$ cat src/rtl/cp0_pkg.sv
// Shared CP0 constants: register numbers, field positions, exception codes.
package cp0_pkg;

  localparam logic [4:0] CP0_SR    = 5'd12;
  localparam logic [4:0] CP0_CAUSE = 5'd13;
  localparam logic [4:0] CP0_EPC   = 5'd14;
  localparam logic [4:0] CP0_PRID  = 5'd15;

  localparam int SR_IE     = 0;
  localparam int SR_EXL    = 1;
  localparam int SR_IM_LO  = 10;
  localparam int SR_IM_HI  = 15;
  localparam int CA_EXC_LO = 2;
  localparam int CA_EXC_HI = 6;
  localparam int CA_IP_LO  = 10;
  localparam int CA_IP_HI  = 15;
  localparam int CA_BD     = 31;

  localparam logic [4:0] EXC_INT  = 5'd0;
  localparam logic [4:0] EXC_ADEL = 5'd4;
  localparam logic [4:0] EXC_ADES = 5'd5;
  localparam logic [4:0] EXC_RI   = 5'd10;
  localparam logic [4:0] EXC_OV   = 5'd12;

  localparam logic [31:0] PRID_DEFAULT = 32'h4252_2017;

endpackage

$ cat src/rtl/cp0.sv
// CP0 state holder and exception sequencer (SR, Cause, EPC, PRId).
// Define CP0_BD_EN to rewind EPC onto the branch for delay-slot victims.
module cp0
  import cp0_pkg::*;
#(
  parameter logic [31:0] PRID_VAL = PRID_DEFAULT
) (
  input  logic        clk,
  input  logic        reset,
  input  logic [4:0]  A1,
  input  logic [4:0]  A2,
  input  logic [31:0] DIn,
  input  logic        We,
  input  logic [31:0] PC,
  input  logic        BD,
  input  logic [4:0]  ExcCode,
  input  logic [5:0]  HWInt,
  input  logic        EXLSet,
  input  logic        EXLClr,
  output logic [31:0] DOut,
  output logic [31:0] EPC,
  output logic        ie,
  output logic        exl,
  output logic [5:0]  im
);

  logic        ie_q, ie_d;
  logic        exl_q, exl_d;
  logic [5:0]  im_q, im_d;
  logic [5:0]  ip_q, ip_d;
  logic [4:0]  exc_q, exc_d;
  logic        bd_q, bd_d;
  logic [31:0] epc_q, epc_d;

  logic        entry;
  logic        wr_sr;
  logic        wr_epc;
  logic [31:0] pc_al;
  logic [31:0] sr_w;
  logic [31:0] cause_w;

  assign entry  = EXLSet & ~exl_q;
  assign wr_sr  = We & (A2 == CP0_SR);
  assign wr_epc = We & (A2 == CP0_EPC);
  assign pc_al  = {PC[31:2], 2'b00};

  always_comb begin
    ie_d  = ie_q;
    exl_d = exl_q;
    im_d  = im_q;
    ip_d  = HWInt;
    exc_d = exc_q;
    bd_d  = bd_q;
    epc_d = epc_q;
    if (wr_sr) begin
      im_d  = DIn[SR_IM_HI:SR_IM_LO];
      ie_d  = DIn[SR_IE];
      exl_d = DIn[SR_EXL];
    end
    if (wr_epc) epc_d = {DIn[31:2], 2'b00};
    if (EXLClr) exl_d = 1'b0;
    if (entry) begin
      exl_d = 1'b1;
      exc_d = ExcCode;
`ifdef CP0_BD_EN
      bd_d  = BD;
      epc_d = BD ? pc_al - 32'd4 : pc_al;
`else
      bd_d  = 1'b0;
      epc_d = pc_al;
`endif
    end
  end

  always_ff @(posedge clk) begin
    if (reset) begin
      ie_q  <= 1'b0;
      exl_q <= 1'b0;
      im_q  <= '0;
      ip_q  <= '0;
      exc_q <= '0;
      bd_q  <= 1'b0;
      epc_q <= '0;
    end else begin
      ie_q  <= ie_d;
      exl_q <= exl_d;
      im_q  <= im_d;
      ip_q  <= ip_d;
      exc_q <= exc_d;
      bd_q  <= bd_d;
      epc_q <= epc_d;
    end
  end

  always_comb begin
    sr_w = '0;
    sr_w[SR_IM_HI:SR_IM_LO] = im_q;
    sr_w[SR_EXL] = exl_q;
    sr_w[SR_IE]  = ie_q;
    cause_w = '0;
    cause_w[CA_BD] = bd_q;
    cause_w[CA_IP_HI:CA_IP_LO] = ip_q;
    cause_w[CA_EXC_HI:CA_EXC_LO] = exc_q;
  end

  // Read mux sees pre-edge state only; no mtc0 bypass.
  always_comb begin
    case (A1)
      CP0_SR:    DOut = sr_w;
      CP0_CAUSE: DOut = cause_w;
      CP0_EPC:   DOut = epc_q;
      CP0_PRID:  DOut = PRID_VAL;
      default:   DOut = '0;
    endcase
  end

  assign EPC = epc_q;
  assign ie  = ie_q;
  assign exl = exl_q;
  assign im  = im_q;

endmodule

$ cat config.mk
export PLATFORM = sky130hd
export DESIGN_NAME = cp0
export DESIGN_NICKNAME = d
export VERILOG_FILES = /design/src/rtl/cp0_pkg.sv /design/src/rtl/cp0.sv
export SDC_FILE = /design/constraint.sdc
export NUM_CORES = 1
export LEC_CHECK = 0
export ABC_AREA = 1
export BUFFER_PORTS_ARGS = -buffer_cell sky130_fd_sc_hd__buf_2
export CORE_MARGIN = 2
export CORE_UTILIZATION = 30
export DETAILED_ROUTE_END_ITERATION = 12
export PLACE_DENSITY = 0.68
export SLEW_MARGIN = 20
export SYNTH_ARGS = -nofsm -noshare
export SYNTH_HDL_FRONTEND = slang
export SYNTH_SLANG_ARGS = --single-unit
$ cat constraint.sdc
create_clock -name clk -period 1.5 [get_ports clk]
set_clock_uncertainty 0.1 [all_clocks]
set_input_delay 0.15 -clock clk [delete_from_list [all_inputs] [get_ports clk]]
set_output_delay 0.15 -clock clk [all_outputs]
set_load 0.05 [all_outputs]
==> results of run 1 <==
[where the power goes]
group          internal (mW)  leakage (nW)  switching, mW  total (mW)
combinational          0.368          1.76          0.756        1.12
clock                  0.367        0.0443          0.415       0.782
sequential              1.41         0.408         0.0488        1.45
total                   2.14          2.21           1.22        3.36
[final timing paths]
kind | endpoint | slack, ns | start
max | DOut[2] | 0.07 | A1[3]
min | ie | 0.03 | DIn[0]
max reg2reg | EPC[8] | 0.21 | exl
min reg2reg | exc_q[3] | 0.39 | exc_q[3]
[stage by stage]
stage,instance area (um2),setup slack [ns]
floorplan,2887,-0.2081
global placement,3807,0.01835
detailed placement,3807,0.01140
CTS,4004,0.003334
global route,4029,0.001479
finish,4029,0.06829
[cell families after synthesis]
group | count (synthesis) | synth area share [%]
other | 1 | 0.1337
DFF | 49 | 34.97
AOI/OAI and AO/OA | 60 | 11.46
and+or+nand+nor | 266 | 40.41
buffers and inverters | 75 | 13.02
[flip-flops by register name (all words and copies together), names as in the netlist]
name   count
exl        1
im         6
EPC       30
ie         1
exc_q      5
ip_q       6
[area by class of cell]
| class | count | area, um2 | area share [%] |
|---|---|---|---|
| clock buffer | 7 | 86.33 | 2.143 |
| inverter | 46 | 172.7 | 4.286 |
| multi-input combinational | 328 | 1521 | 37.76 |
| sequential | 49 | 991.0 | 24.60 |
| tap | 111 | 138.9 | 3.447 |
| timing repair buffer | 188 | 1119 | 27.76 |
[what timing repair did]
item	CTS	global route
hold buffers	11	0
resized for setup	0	14
hold endpoints to repair	11	0
endpoints found under the setup margin	0	9
[Yosys cell counts]
master / number
buf_4: 9
o21ai_1: 5
nand3_2: 1
nand3b_1: 1
nand3_4: 1
a21oi_2: 1
clkinv_1: 1
a21oi_1: 36
nor2_4: 3
nor2_1: 59
inv_2: 4
clkbuf_1: 5
inv_1: 41
dfxtp_1: 49
o211ai_1: 7
nor2_2: 9
nand3_1: 37
nand4_1: 7
conb_1: 1
nand2_1: 147
nand2_2: 1
o21ai_0: 11
buf_6: 5
buf_2: 10
[layer usage]
metal	GRT usage [%]	part of all wire [%]
met5	0	0
met4	3.267	0.62
met3	3.051	6.3
met2	29.90	50
met1	19.48	44
[tightest hold or removal path, stage by stage]
cell and delay, ns:
buf_2 0.08, nor2_1 0.04, nor2_1 0.12
==> flow_metrics.py, run 1 <==
metrics = {
    "layout": {
        "nets": 709,
        "fill_cells": 980,
        "area_growth_pct": 43.62,
        "stdcell_count": 729,
        "final_util_pct": 44.02,
        "final_cell_mix": "buf_2 (148), nand2_1 (145), nor2_1 (51)",
        "final_common_cell": "buf_2",
        "diodes": 0,
        "drive_gt1_share_pct": 36.41,
    },
    "clocking": {
        "numClockSinks": 49,
        "cts_root_buf": "clkbuf_8",
        "clk_path_buf_depth": 2,
        "cts_tree": "yes",
        "clkLatencyLatePin_ns": 0.29,
        "cts_setup_buffers": 0,
        "cts.clk_slew.worst_paths_ns": 0.09,
        "numCtsBuffers": 5,
        "htree_levels": 2,
    },
    "sta": {
        "hold_ws_ns": 0.03082,
        "hold_viol": 0,
        "rsz0062_at_grt": "no",
        "finalCriticalPeriod_ns": 1.432,
        "slew_viol_final": 0,
        "finalCritPeriodShare_pct": 95.45,
        "tns_ns": 0,
        "max_freq_ghz": 0.6985,
        "setup_violations": 0,
    },
    "floorplan": {
        "initial_core_util_pct": 30.65,
        "die_w_um": 100.7,
        "die_h_um": 100.7,
        "core_area_um2": 9153,
        "die-area_um2": 10140,
        "io_pins": 163,
        "rows": 35,
    },
    "critical_path": {
        "startpoint_type": "input port",
        "crit_path_max_fanout": 20,
        "cp.arrival_ns": 1.18,
        "reg2reg_depth": 7,
        "crit_family": "buffers and inverters",
        "path_depth": 7,
        "path_cells": "buf_2, nand2_8, nor2_4, nand2_2, buf_12, o211ai_1, clkbuf_4",
        "cp.required_ns": 1.25,
        "critPathKind": "input port to primary output",
        "max_stage_delay_ns": 0.26,
        "worst-path-buf-inv": 3,
        "endpoint_kind": "primary output",
        "slowest_stage": "clkbuf_4",
    },
    "global_routing": {
        "grt_pass1_vias": 2928,
        "grt_pass1_wl_mm": 13.28,
        "grt_max_degree": 37,
        "grt.overflow.total": 0,
        "antenna_found_initial": 0,
        "grt_usage_pct": 16.21,
    },
    "place": {
        "gp_congestion": 0.8450,
        "dpl.cell_count": 711,
        "hpwl_mm": 6.637,
        "io_buffers": 157,
    },
    "power": {
        "p_leak_nw": 2.208,
        "ir_drop_v": 0.0003208,
        "p_total_mw": 3.361,
        "p_per_area_nw_per_um2": 834.2,
    },
    "synthesis": {
        "syn_area_um2": 2805,
        "synth_area_leaders": "dfxtp_1 (35%), nand2_1 (20%), nor2_1 (7.9%)",
        "yosysTopAreaCell": "dfxtp_1",
        "syn-instance-count": 451,
        "synth_seq_area_share_pct": 34.97,
        "synth_top_area_share_pct": 34.97,
        "yosysWarnings": 0,
        "syn_avg_cell_area_um2": 6.220,
        "ys_ff_latch": 49,
        "synth_cell_types": 24,
    },
    "route": {
        "wl_per_cell_um": 11.72,
        "drc": 0,
        "drtPass1Iterations": 6,
        "routed_via_density": 4.557,
        "num_vias": 3322,
        "ant_nets": 0,
        "drt_wl_total_mm": 8.546,
        "drt-initial-drc-count": 87,
    },
    "min_path": {
        "holdPathStages": 3,
        "hold_path.class": "input port to flip-flop",
    },
    "outcome": {
        "status": "completed",
    },
    "run": {
        "drv_cap": 0,
    },
}
Power figures use the tool's default switching activity.
==> run 2, diff against run 1 <==
- CORE_MARGIN: 2 -> unset
- GPL_ROUTABILITY_DRIVEN: unset -> 0
==> flow_metrics.py, run 2 (synthesized netlist as in run 1, its figures left out) <==
metrics = {
    "outcome": {
        "status": "completed",
    },
    "critical_path": {
        "rr_endpoint": "EPC[31]",
        "r2r_slack_ns": 0.25,
        "endpoint_kind": "primary output",
        "r2r-start": "exl",
        "cp.arrival_ns": 1.18,
        "reg2reg_depth": 7,
        "startpoint_type": "input port",
        "crit_path_max_fanout": 19,
        "cp.required_ns": 1.25,
        "crit_start": "A1[3]",
        "critPathKind": "input port to primary output",
    },
    "sta": {
        "finalCriticalPeriod_ns": 1.430,
        "setup_violations": 0,
        "slew_viol_final": 0,
        "max_freq_ghz": 0.6994,
        "tns_ns": 0,
        "hold_viol": 0,
        "finalCritPeriodShare_pct": 95.33,
    },
    "run": {
        "drv_cap": 0,
    },
    "floorplan": {
        "io_pins": 163,
        "die-area_um2": 9742,
        "rows": 34,
        "initial_core_util_pct": 31.55,
        "core_area_um2": 8891,
        "die_h_um": 98.70,
        "die_w_um": 98.70,
    },
    "clocking": {
        "numCtsBuffers": 5,
        "cts_root_buf": "clkbuf_8",
        "cts_tree": "yes",
        "numClockSinks": 49,
        "clk_path_buf_depth": 2,
        "htree_levels": 2,
        "clkLatencyLatePin_ns": 0.29,
        "cts.clk_slew.worst_paths_ns": 0.10,
    },
    "layout": {
        "area_growth_pct": 45.14,
        "fill_cells": 933,
        "stdcell_count": 726,
        "diodes": 0,
        "nets": 708,
        "regArea_um2": 991.0,
        "final_common_cell": "buf_2",
        "largest_reg_flops": 30,
        "drive_gt1_share_pct": 36.41,
        "multiInputGateArea_um2": 1521,
        "final_cell_mix": "buf_2 (146), nand2_1 (145), nor2_1 (51)",
    },
    "min_path": {
        "hold_path.class": "input port to flip-flop",
        "min_delay_worst_endpoint": "im[1]",
        "holdPathStages": 3,
        "worstHoldStart": "DIn[11]",
    },
    "route": {
        "wl_per_cell_um": 11.77,
        "drtPass1Iterations": 6,
        "routed_via_density": 4.616,
        "drt_wl_total_mm": 8.548,
        "drc": 0,
        "drt-initial-drc-count": 119,
        "num_vias": 3351,
        "ant_nets": 0,
    },
    "global_routing": {
        "grt_pass1_vias": 3038,
        "grt_pass1_wl_mm": 13.94,
        "grt_max_degree": 50,
        "antenna_found_initial": 0,
        "grt.overflow.total": 0,
        "grt_usage_pct": 17.63,
    },
    "place": {
        "dpl.cell_count": 706,
        "hpwl_mm": 6.333,
        "io_buffers": 157,
    },
    "power": {
        "p_per_area_nw_per_um2": 878.4,
        "p_total_mw": 3.576,
        "p_leak_nw": 2.226,
        "ir_drop_v": 0.0004056,
    },
}
run 2: cell count changes in the layout (fill, tap and decap cells not counted):
| cell | before | now |
|---|---|---|
| buf_12 | 4 | 5 |
| buf_2 | 148 | 146 |
| clkbuf_1 | 1 | 0 |
| clkbuf_4 | 5 | 1 |
| buf_4 | 20 | 23 |
| bufinv_16 | 0 | 1 |
| dlygate4sd3_1 | 11 | 12 |
| clkinvlp_4 | 0 | 1 |
run 2: cell type report:
| type | instances | area share (%) |
|---|---|---|
| clock buffer | 6 | 2.028 |
| clock inverter | 2 | 0.9219 |
| inverter | 46 | 4.241 |
| multi-input combinational | 328 | 37.37 |
| sequential | 49 | 24.34 |
| tap | 108 | 3.319 |
| timing repair buffer | 187 | 27.78 |
run 2: what timing repair did:
item,CTS,global route
buffers inserted,0,0
hold buffers,12,0
resized for setup,0,22
endpoints found under the setup margin,0,11
hold endpoints to repair,12,0
run 2: worst max-delay path by stage:
| stage | end | cells after the start |
|---|---|---|
| after CTS | DOut[12] | 9 |
| after floorplan | DOut[22] | 2 |
| after global routing | DOut[4] | 7 |
| final | DOut[2] | 7 |
| after global placement | DOut[2] | 7 |
| after detailed placement | DOut[2] | 7 |
run 2: through the flow:
step           cell area (um2)  hold WS [ns]  worst slack, ns  utilization, %
2_1_floorplan             2887        0.1117          -0.2081               -
3_3_place_gp              3801        0.2545          0.04213           42.75
3_5_place_dp              3801        0.2584          0.03033           42.75
4_1_cts                   4041       0.03366          0.02772           45.45
5_1_grt                   4071       0.03737         -0.01389           45.79
6_report                  4071       0.05173          0.07011           45.79
run 2: report_power, final:
part	total (mW)	internal [mW]	leakage [nW]	switching (mW)
Clock	0.993	0.543	0.0574	0.450
Sequential	1.46	1.41	0.408	0.0524
Combinational	1.12	0.369	1.76	0.756
Total	3.58	2.32	2.23	1.26
run 2: routing by layer:
layer	wire length [um]	vias to the layer above	part of all wire (%)	GRT usage (%)
li1	-	1736	-	-
met1	3786	1492	44	20.91
met2	4215	115	49	33.15
met3	438	8	5.1	2.411
met4	107	0	1.3	4.707
met5	0	-	0	0
run 2: critical path, cell delays in order:
cell      delay, ns
buf_2          0.14
nand2_8        0.06
nor2_4         0.11
nand2_2        0.10
buf_12         0.18
o211ai_1       0.20
buf_4          0.23
==> run 3, diff against run 2 <==
- HOLD_SLACK_MARGIN: unset -> 0.15
==> flow_metrics.py, run 3 (synthesized netlist as in run 1, its figures left out) <==
metrics = {
    "outcome": {
        "status": "completed",
    },
    "floorplan": {
        "rows": 34,
        "initial_core_util_pct": 31.55,
        "die_h_um": 98.70,
        "io_pins": 163,
        "die-area_um2": 9742,
        "core_area_um2": 8891,
        "die_w_um": 98.70,
    },
    "route": {
        "drtPass1Iterations": 5,
        "routed_via_density": 4.658,
        "drt_wl_total_mm": 9.869,
        "drt-initial-drc-count": 114,
        "wl_per_cell_um": 12.32,
        "ant_nets": 0,
        "num_vias": 3731,
        "drc": 0,
    },
    "power": {
        "p_per_area_nw_per_um2": 773.3,
        "p_total_mw": 3.734,
        "ir_drop_v": 0.0004206,
        "p_leak_nw": 2.535,
    },
    "critical_path": {
        "startpoint_type": "input port",
        "endpoint_kind": "flip-flop",
        "path_cells": "dlygate4sd3_1, buf_2, buf_6, nor2_1, dlygate4sd3_1",
        "r2r-start": "exl",
        "cp_common_cell": "dlygate4sd3_1",
        "r2r_slack_ns": 0.22,
        "reg2reg_depth": 7,
        "cp.required_ns": 1.65,
        "cp.arrival_ns": 1.63,
        "crit_path_max_fanout": 13,
        "rr_endpoint": "EPC[16]",
        "critPathKind": "input port to flip-flop",
        "slowest_stage": "dlygate4sd3_1",
        "max_stage_delay_ns": 0.56,
    },
    "layout": {
        "area_growth_pct": 72.12,
        "diodes": 0,
        "post-route-cell-area_um2": 4828,
        "nets": 783,
        "fill_cells": 838,
        "final_cell_mix": "nand2_1 (145), buf_2 (145), dlygate4sd3_1 (87)",
        "drive_gt1_share_pct": 32.47,
        "largest_reg_flops": 30,
    },
    "global_routing": {
        "grt_pass1_wl_mm": 15.95,
        "grt_pass1_vias": 3583,
        "grt_max_degree": 50,
        "grt_usage_pct": 20.26,
        "grt.overflow.total": 0,
        "antenna_found_initial": 0,
    },
    "clocking": {
        "cts_setup_buffers": 0,
        "numClockSinks": 49,
        "htree_levels": 2,
        "cts_root_buf": "clkbuf_8",
        "cts_tree": "yes",
        "numCtsBuffers": 5,
        "clkLatencyLatePin_ns": 0.29,
        "clk_path_buf_depth": 2,
        "cts.clk_slew.worst_paths_ns": 0.10,
    },
    "sta": {
        "setup_violations": 0,
        "finalCritPeriodShare_pct": 99.19,
        "rsz0062_at_grt": "no",
        "finalCriticalPeriod_ns": 1.488,
        "hold_ws_ns": 0.1914,
        "hold_viol": 0,
        "max_freq_ghz": 0.6721,
        "tns_ns": 0,
        "slew_viol_final": 0,
    },
    "min_path": {
        "hold_path.class": "input port to flip-flop",
        "min_delay_worst_endpoint": "im[5]",
        "holdPathStages": 5,
        "worstHoldStart": "A2[2]",
    },
    "place": {
        "io_buffers": 157,
        "placed_cell_area_um2": 3801,
        "hpwl_mm": 6.333,
    },
    "run": {
        "drv_cap": 0,
    },
}
run 3: cell types whose count changed in the layout (fill, tap and decap cells not counted), sizes merged:
| cell | change |
|---|---|
| dlygate4sd3 | +75 |
| buf | -1 |
| clkbuf | +1 |
run 3: how the worst max path moves through the flow:
stage	from	endpoint	cells past startpoint
finish	reset	ip_q[3]	5
global route	A1[1]	DOut[22]	7
CTS	reset	ip_q[5]	5
detailed placement	A1[3]	DOut[2]	7
global placement	A1[1]	DOut[2]	7
floorplan	EPC[22]	DOut[22]	2
run 3: per-stage QoR:
stage | util (%) | instances | worst slack [ns]
after floorplan | - | 452 | -0.2081
after CTS | 53.90 | 801 | 0.02044
final | 54.31 | 801 | 0.01211
after global routing | 54.31 | 801 | 0.007138
after detailed placement | 42.75 | 706 | 0.03033
after global placement | 42.75 | 706 | 0.04213
run 3: where the power goes:
group	total (mW)	internal (mW)	switching, mW
clock	0.993	0.543	0.450
sequential	1.46	1.41	0.0535
combinational	1.28	0.490	0.792
run 3: layer usage:
layer	track usage [%]	part of all wire, %
met5	0	0
met4	8.152	2.8
met3	2.837	6.0
met2	39.33	51
met1	21.95	40
run 3: final cells by class:
type	count	area, um2	share of cell area (%)
Sequential cell	49	991.0	20.52
Clock inverter	2	37.54	0.7774
Tap cell	108	135.1	2.799
Multi-Input combinational cell	328	1521	31.51
Inverter	46	172.7	3.576
Clock buffer	6	82.58	1.710
Timing Repair Buffer	262	1888	39.10
run 3: worst max-delay path, delay by kind of cell:
| family | cells | cell delay, ns |
|---|---|---|
| buffers and inverters | 4 | 1.37 |
| and+or+nand+nor | 1 | 0.10 |
run 3: what timing repair did:
action | 4_1_cts | 5_1_grt
gates resized for setup | 0 | 24
hold buffers | 87 | 1
setup endpoints to repair | 0 | 19
endpoints found under the hold margin | 49 | 1
